`src/rtl/regfile_wb_arbiter_if.sv`:
```
// Write-back request/grant bundle between the two write-back sources, the
// arbiter, and the register file write port.
interface regfile_wb_arbiter_if #(
    parameter int unsigned CNT_W = 16
) ();
    localparam int unsigned RD_W   = 5;
    localparam int unsigned DATA_W = 32;

    logic              p0_valid;
    logic              p0_ready;
    logic [RD_W-1:0]   p0_rd;
    logic [DATA_W-1:0] p0_data;
    logic              p1_valid;
    logic              p1_ready;
    logic [RD_W-1:0]   p1_rd;
    logic [DATA_W-1:0] p1_data;
    logic              wE;
    logic [RD_W-1:0]   rW;
    logic [DATA_W-1:0] busW;
    logic [CNT_W-1:0]  forced_cnt;

    modport master (
        output p0_valid, p0_rd, p0_data, p1_valid, p1_rd, p1_data,
        input  p0_ready, p1_ready, wE, rW, busW, forced_cnt
    );

    modport slave (
        input  p0_valid, p0_rd, p0_data, p1_valid, p1_rd, p1_data,
        output p0_ready, p1_ready, wE, rW, busW, forced_cnt
    );
endinterface

```
`src/rtl/regfile_wb_arbiter.sv`:
```
// Two-source arbiter for the register file write port: the pipeline WB stage has
// priority, the long-latency unit is forced through after a bounded wait.
module regfile_wb_arbiter #(
    parameter int unsigned STARVE_LIMIT = 4,
    parameter int unsigned CNT_W        = 16
) (
    input logic                 clk,
    input logic                 rst_n,
    regfile_wb_arbiter_if.slave bus
);
    localparam int unsigned WAIT_W = 4;
    localparam int unsigned RD_W   = 5;
    localparam int unsigned DATA_W = 32;
    localparam logic [WAIT_W-1:0] WAIT_MAX  = WAIT_W'(STARVE_LIMIT);
    localparam logic [WAIT_W-1:0] WAIT_TRIP = WAIT_W'(STARVE_LIMIT - 1);

    typedef enum logic {
        ARB_PRI0  = 1'b0,
        ARB_FORCE = 1'b1
    } arb_state_e;

    arb_state_e        state_q, state_d;
    logic [WAIT_W-1:0] wait_cnt_q, wait_cnt_d;
    logic [CNT_W-1:0]  forced_cnt_q, forced_cnt_d;
    logic              we_q;
    logic [RD_W-1:0]   rw_q;
    logic [DATA_W-1:0] busw_q;
    logic              p0_ready_c, p1_ready_c;
    logic              grant0_c, grant1_c;

    // Grants are exactly valid & ready, so a handshake the requester sees is never dropped.
    always_comb begin
        p0_ready_c   = 1'b0;
        p1_ready_c   = 1'b0;
        grant0_c     = 1'b0;
        grant1_c     = 1'b0;
        state_d      = state_q;
        wait_cnt_d   = wait_cnt_q;
        forced_cnt_d = forced_cnt_q;

        if (rst_n) begin
            p0_ready_c = (state_q == ARB_PRI0) || !bus.p1_valid;
            p1_ready_c = !bus.p0_valid || (state_q == ARB_FORCE);
            grant0_c   = bus.p0_valid && p0_ready_c;
            grant1_c   = bus.p1_valid && p1_ready_c;

            if (!bus.p1_valid || grant1_c) begin
                wait_cnt_d = '0;
            end else if (wait_cnt_q < WAIT_MAX) begin
                wait_cnt_d = wait_cnt_q + WAIT_W'(1);
            end

            if (grant1_c && (state_q == ARB_FORCE) && (forced_cnt_q != '1)) begin
                forced_cnt_d = forced_cnt_q + CNT_W'(1);
            end

            case (state_q)
                ARB_PRI0: begin
                    if (bus.p1_valid && !grant1_c && (wait_cnt_q >= WAIT_TRIP)) begin
                        state_d = ARB_FORCE;
                    end
                end
                ARB_FORCE: begin
                    if (grant1_c || !bus.p1_valid) begin
                        state_d = ARB_PRI0;
                    end
                end
                default: state_d = ARB_PRI0;
            endcase
        end
    end

    // Winner is registered onto the regfile port; writes to r0 update rW/busW but not wE.
    always_ff @(posedge clk) begin
        if (!rst_n) begin
            state_q      <= ARB_PRI0;
            wait_cnt_q   <= '0;
            forced_cnt_q <= '0;
            we_q         <= 1'b0;
            rw_q         <= '0;
            busw_q       <= '0;
        end else begin
            state_q      <= state_d;
            wait_cnt_q   <= wait_cnt_d;
            forced_cnt_q <= forced_cnt_d;
            if (grant1_c) begin
                we_q   <= |bus.p1_rd;
                rw_q   <= bus.p1_rd;
                busw_q <= bus.p1_data;
            end else if (grant0_c) begin
                we_q   <= |bus.p0_rd;
                rw_q   <= bus.p0_rd;
                busw_q <= bus.p0_data;
            end else begin
                we_q   <= 1'b0;
            end
        end
    end

    assign bus.p0_ready   = p0_ready_c;
    assign bus.p1_ready   = p1_ready_c;
    assign bus.wE         = we_q;
    assign bus.rW         = rw_q;
    assign bus.busW       = busw_q;
    assign bus.forced_cnt = forced_cnt_q;
endmodule
```
`src/flat_wrapper.sv`:
```
// flat-port wrapper written by rule: the top's interface ports become plain ports
module regfile_wb_arbiter_flat 
#(
    parameter int unsigned STARVE_LIMIT = 4,
    parameter int unsigned CNT_W        = 16
)
  (clk, rst_n, bus_p0_valid, bus_p0_rd, bus_p0_data, bus_p1_valid, bus_p1_rd, bus_p1_data, bus_p0_ready, bus_p1_ready, bus_wE, bus_rW, bus_busW, bus_forced_cnt);
  regfile_wb_arbiter_if #(.CNT_W(CNT_W)) bus_i ();
  input logic clk;
  input logic rst_n;
  input wire logic [$bits(bus_i.p0_valid)-1:0] bus_p0_valid;
  input wire logic [$bits(bus_i.p0_rd)-1:0] bus_p0_rd;
  input wire logic [$bits(bus_i.p0_data)-1:0] bus_p0_data;
  input wire logic [$bits(bus_i.p1_valid)-1:0] bus_p1_valid;
  input wire logic [$bits(bus_i.p1_rd)-1:0] bus_p1_rd;
  input wire logic [$bits(bus_i.p1_data)-1:0] bus_p1_data;
  output wire logic [$bits(bus_i.p0_ready)-1:0] bus_p0_ready;
  output wire logic [$bits(bus_i.p1_ready)-1:0] bus_p1_ready;
  output wire logic [$bits(bus_i.wE)-1:0] bus_wE;
  output wire logic [$bits(bus_i.rW)-1:0] bus_rW;
  output wire logic [$bits(bus_i.busW)-1:0] bus_busW;
  output wire logic [$bits(bus_i.forced_cnt)-1:0] bus_forced_cnt;
  assign bus_i.p0_valid = bus_p0_valid;
  assign bus_i.p0_rd = bus_p0_rd;
  assign bus_i.p0_data = bus_p0_data;
  assign bus_i.p1_valid = bus_p1_valid;
  assign bus_i.p1_rd = bus_p1_rd;
  assign bus_i.p1_data = bus_p1_data;
  assign bus_p0_ready = bus_i.p0_ready;
  assign bus_p1_ready = bus_i.p1_ready;
  assign bus_wE = bus_i.wE;
  assign bus_rW = bus_i.rW;
  assign bus_busW = bus_i.busW;
  assign bus_forced_cnt = bus_i.forced_cnt;
  regfile_wb_arbiter #(.STARVE_LIMIT(STARVE_LIMIT), .CNT_W(CNT_W)) u_core (.clk(clk), .rst_n(rst_n), .bus(bus_i));
endmodule
```
`config.mk`:
```
export PLATFORM = sky130hd
export DESIGN_NAME = regfile_wb_arbiter_flat
export DESIGN_NICKNAME = d
export VERILOG_FILES = /design/src/rtl/regfile_wb_arbiter_if.sv /design/src/rtl/regfile_wb_arbiter.sv /design/src/flat_wrapper.sv
export SDC_FILE = /design/constraint.sdc
export NUM_CORES = 1
export LEC_CHECK = 0
export ABC_AREA = 0
export CELL_PAD_IN_SITES_DETAIL_PLACEMENT = 0
export CELL_PAD_IN_SITES_GLOBAL_PLACEMENT = 1
export CORE_MARGIN = 1
export CORE_UTILIZATION = 30
export CTS_BUF_LIST = sky130_fd_sc_hd__clkbuf_16
export CTS_CLUSTER_DIAMETER = 120
export DETAILED_ROUTE_END_ITERATION = 10
export PLACE_DENSITY_LB_ADDON = 0.1
export SYNTH_ARGS = -nofsm -noshare
export SYNTH_HDL_FRONTEND = slang
export SYNTH_SLANG_ARGS = --single-unit
```
`constraint.sdc`:
```
create_clock -name clk -period 4.5 [get_ports clk]
set_clock_uncertainty 0.15 [all_clocks]
set_input_delay 0.675 -clock clk [delete_from_list [all_inputs] [get_ports clk]]
set_output_delay 0.675 -clock clk [all_outputs]
set_load 0.02 [all_outputs]
```
==> metrics.cfg <==
[cells_and_area]
register_area_um2 = 1181
diodes = 0
fill_cells = 797
syn_to_final_growth_pct = 63.45
drive_above_1_share = 0.04752
multi_input_area_um2 = 1351
fin_nets = 539

[clock_network]
clockRootBuffer = clkbuf_16
clkSinkCount = 59
clk_pin_slew_ns = 0.05
hold_buffers = 0
cts_tree = yes
clock_latency_ns = 0.32
numCtsBuffers = 9
clockBufferDepth = 2
cts_resized = 0
cts_setup_buffers = 0
htreeDepth = 3

[floorplan]
rows = 33
coreArea_um2 = 8341
die_w_um = 95.68
start_util = 0.3156
ios = 134
dieHeight_um = 95.68
die_area_um2 = 9154

[logic_synthesis]
avgSynthCellArea_um2 = 7.929
ys_warn_count = 0
synth_seq_area_share = 0.4487
synthesis.nets = 412
ys_seq_elements = 59
synth_cells = 332
syn_area_um2 = 2633
synth_cell_types = 36

[sta]
setup_viol = 0
worstMarginPinSlew_ns = 0.7461
fmax_mhz = 327.4
rsz0062_at_grt = no
fin_crit_sh = 0.6788
period_minus_slack_ns = 3.054
fin_setup_tns_ns = 0
hold_viol_final = 0
max_slew_margin = 0.5026
slew_viol_final = 0

[route]
wire_per_inst_um = 14.23
drtAntennaViolNets = 0
dr.pass1.iters = 4
drc = 0
via_per_inst = 5.056
vias = 2872
wirelength_um = 8085
drt-initial-drc-count = 61

[place]
gp_congestion = 0.7344
dp_hpwl_um = 5534
port_buffers = 133

[worst_hold_path]
holdPathStages = 2
min_from = u_core.bus.rW[3]
min_path_type = flop to flop

[power]
intPower_mw = 1.030
leakage_nw = 1.478
pwr-share-comb = 0.161
p_switching_uw = 337.2
peakVddDrop_mv = 0.1464
powerDensity_nw_per_um2 = 317.8
totalPowerFinal_mw = 1.367
switching_share = 0.2466
power_frac_seq = 0.410
clkPwrFrac = 0.429

[worst_setup_path]
crit_cells = 4
path_cells = clkdlybuf4s50_1 > clkinv_1 > a21oi_1 > clkdlybuf4s50_1
slowest_stage = clkdlybuf4s50_1
worstSetupPathType = input port to output pin
cp-startpoint = rst_n
path_delay_family = buffers and inverters
cp_max_fo = 11
endpoint = bus_p0_ready
max_stage_delay_ns = 0.67
reg2reg_from = u_core.bus.forced_cnt[9]
end_kind = output pin
critPathBufInv = 3
crit_required_ns = 3.67
reg2reg_depth = 5
worstReg2RegEnd = u_core.bus.forced_cnt[15]
start_kind = input port
cpMostUsedCell = clkdlybuf4s50_1
rrSetupSlack_ns = 2.21
arrival_ns = 2.23

[global_route]
grt_pass1_vias = 2679
grt_pass1_wl_um = 12580
antenna_found_initial = 0
grt_max_degree = 51
grt.overflow.total = 0
grt_util_all_layers = 0.1795

[flow_run]
maxCapViolations = 0

[outcome]
outcome = completed

## through the flow
step           cell area (µm²)  utilization  hold slack (ns)  worst slack (ns)  instances
2_1_floorplan             2633            -           0.3027             1.997        332
3_3_place_gp              4051       0.4857           0.3065             1.365        553
3_5_place_dp              4051       0.4857           0.3126             1.283        553
4_1_cts                   4303       0.5159           0.3197             1.415        568
5_1_grt                   4303       0.5159           0.3466             1.310        568
6_report                  4303       0.5159           0.3166             1.446        568
## worst min path at each step
| stage | endpoint | slack (ns) |
|---|---|---|
| 2_1_floorplan | u_core.wait_cnt_q[3] | 0.30 |
| 3_3_place_gp | u_core.bus.rW[3] | 0.31 |
| 3_5_place_dp | u_core.bus.rW[3] | 0.31 |
| 4_1_cts | u_core.bus.rW[3] | 0.32 |
| 5_1_grt | u_core.bus.busW[15] | 0.35 |
| 6_report | u_core.bus.rW[3] | 0.32 |
## worst reg2reg max path, stage by stage (launching register included)
cell and delay (ns):
dfxtp_1 0.44, nand4_1 0.33, nor4_1 0.72, buf_4 0.28, nor4_1 0.06, a211oi_1 0.22
## area by class of cell
class                   count  area share
clock inverters             6    0.006106
inverters                   5    0.004362
repair buffers            138      0.3181
well taps                 105     0.03053
clock buffers               9     0.05234
flip-flops and latches     59      0.2745
multi-input cells         246      0.3140
## power by group through the flow
stage | Combinational (mW) | Sequential, mW | Clock [mW]
5_1_grt | 0.237 | 0.564 | 0.620
3_3_place_gp | 0.223 | 0.571 | 0
2_1_floorplan | 0.0571 | 0.601 | 0
4_1_cts | 0.223 | 0.561 | 0.601
6_report | 0.220 | 0.561 | 0.586
3_5_place_dp | 0.222 | 0.571 | 0
## layout by cell type, fill, tap and decap left out, types with 3 or more instances in the layout
master	instances
nor2_1	43
clkbuf_16	9
nor3_1	3
or3_1	3
nand3_1	8
nand2_1	76
dfxtp_1	59
o21ai_0	7
buf_4	5
and3_1	3
or4_1	11
a21oi_1	18
a311oi_1	34
clkdlybuf4s50_1	133
nor4_1	5
clkinv_2	3
nand4_1	5
o31ai_1	6
inv_1	6
## cell usage after synthesis
master	number	share of area
a211oi_1	2	0.0057
a21boi_0	1	0.0029
a21oi_1	18	0.034
a22oi_1	2	0.0057
a311oi_1	34	0.11
and2_1	1	0.0024
and3_1	3	0.0071
buf_1	3	0.0043
buf_2	3	0.0057
clkbuf_1	16	0.023
clkinv_1	1	0.0014
dfxtp_1	59	0.45
ha_1	2	0.0095
inv_1	4	0.0057
mux2i_1	2	0.0076
nand2_1	76	0.11
nand2b_1	2	0.0048
nand3_1	9	0.017
nand4_1	5	0.012
nand4b_1	1	0.0033
nor2_1	43	0.061
nor2b_1	1	0.0024
nor3_1	3	0.0057
nor4_1	5	0.012
o21a_1	1	0.0029
o21ai_0	7	0.013
o22ai_1	1	0.0024
o31a_1	1	0.0033
o31ai_1	6	0.017
o41ai_1	1	0.0033
or2_2	2	0.0048
or3_1	3	0.0071
or3b_2	1	0.0033
or4_1	11	0.031
or4_4	1	0.0043
xnor2_1	1	0.0033
## per-layer routing
layer / global-route usage / vias up / routed length, µm
met4: 0.08333 / 0 / 160
met2: 0.2786 / 95 / 3543
li1: - / 1469 / -
met5: 0 / - / 0
met3: 0.06778 / 13 / 699
met1: 0.2187 / 1295 / 3681
## sequential cells by signal, indices dropped and copies added (netlist names)
signal	count
u_core.bus.rW	5
u_core.bus.wE	1
u_core.bus.forced_cnt	16
u_core.state_q	1
u_core.wait_cnt_q	4
u_core.bus.busW	32
## kinds of logic after synthesis
logic type | count (synthesis) | synth area share
flops | 59 | 0.4487
xor+xnor | 1 | 0.003328
mux | 2 | 0.007605
fa+ha+maj | 2 | 0.009504
buf+inv | 27 | 0.03992
compound gates | 74 | 0.2039
simple gates | 167 | 0.2871
Note: power is estimated with default switching activity, not from simulation.
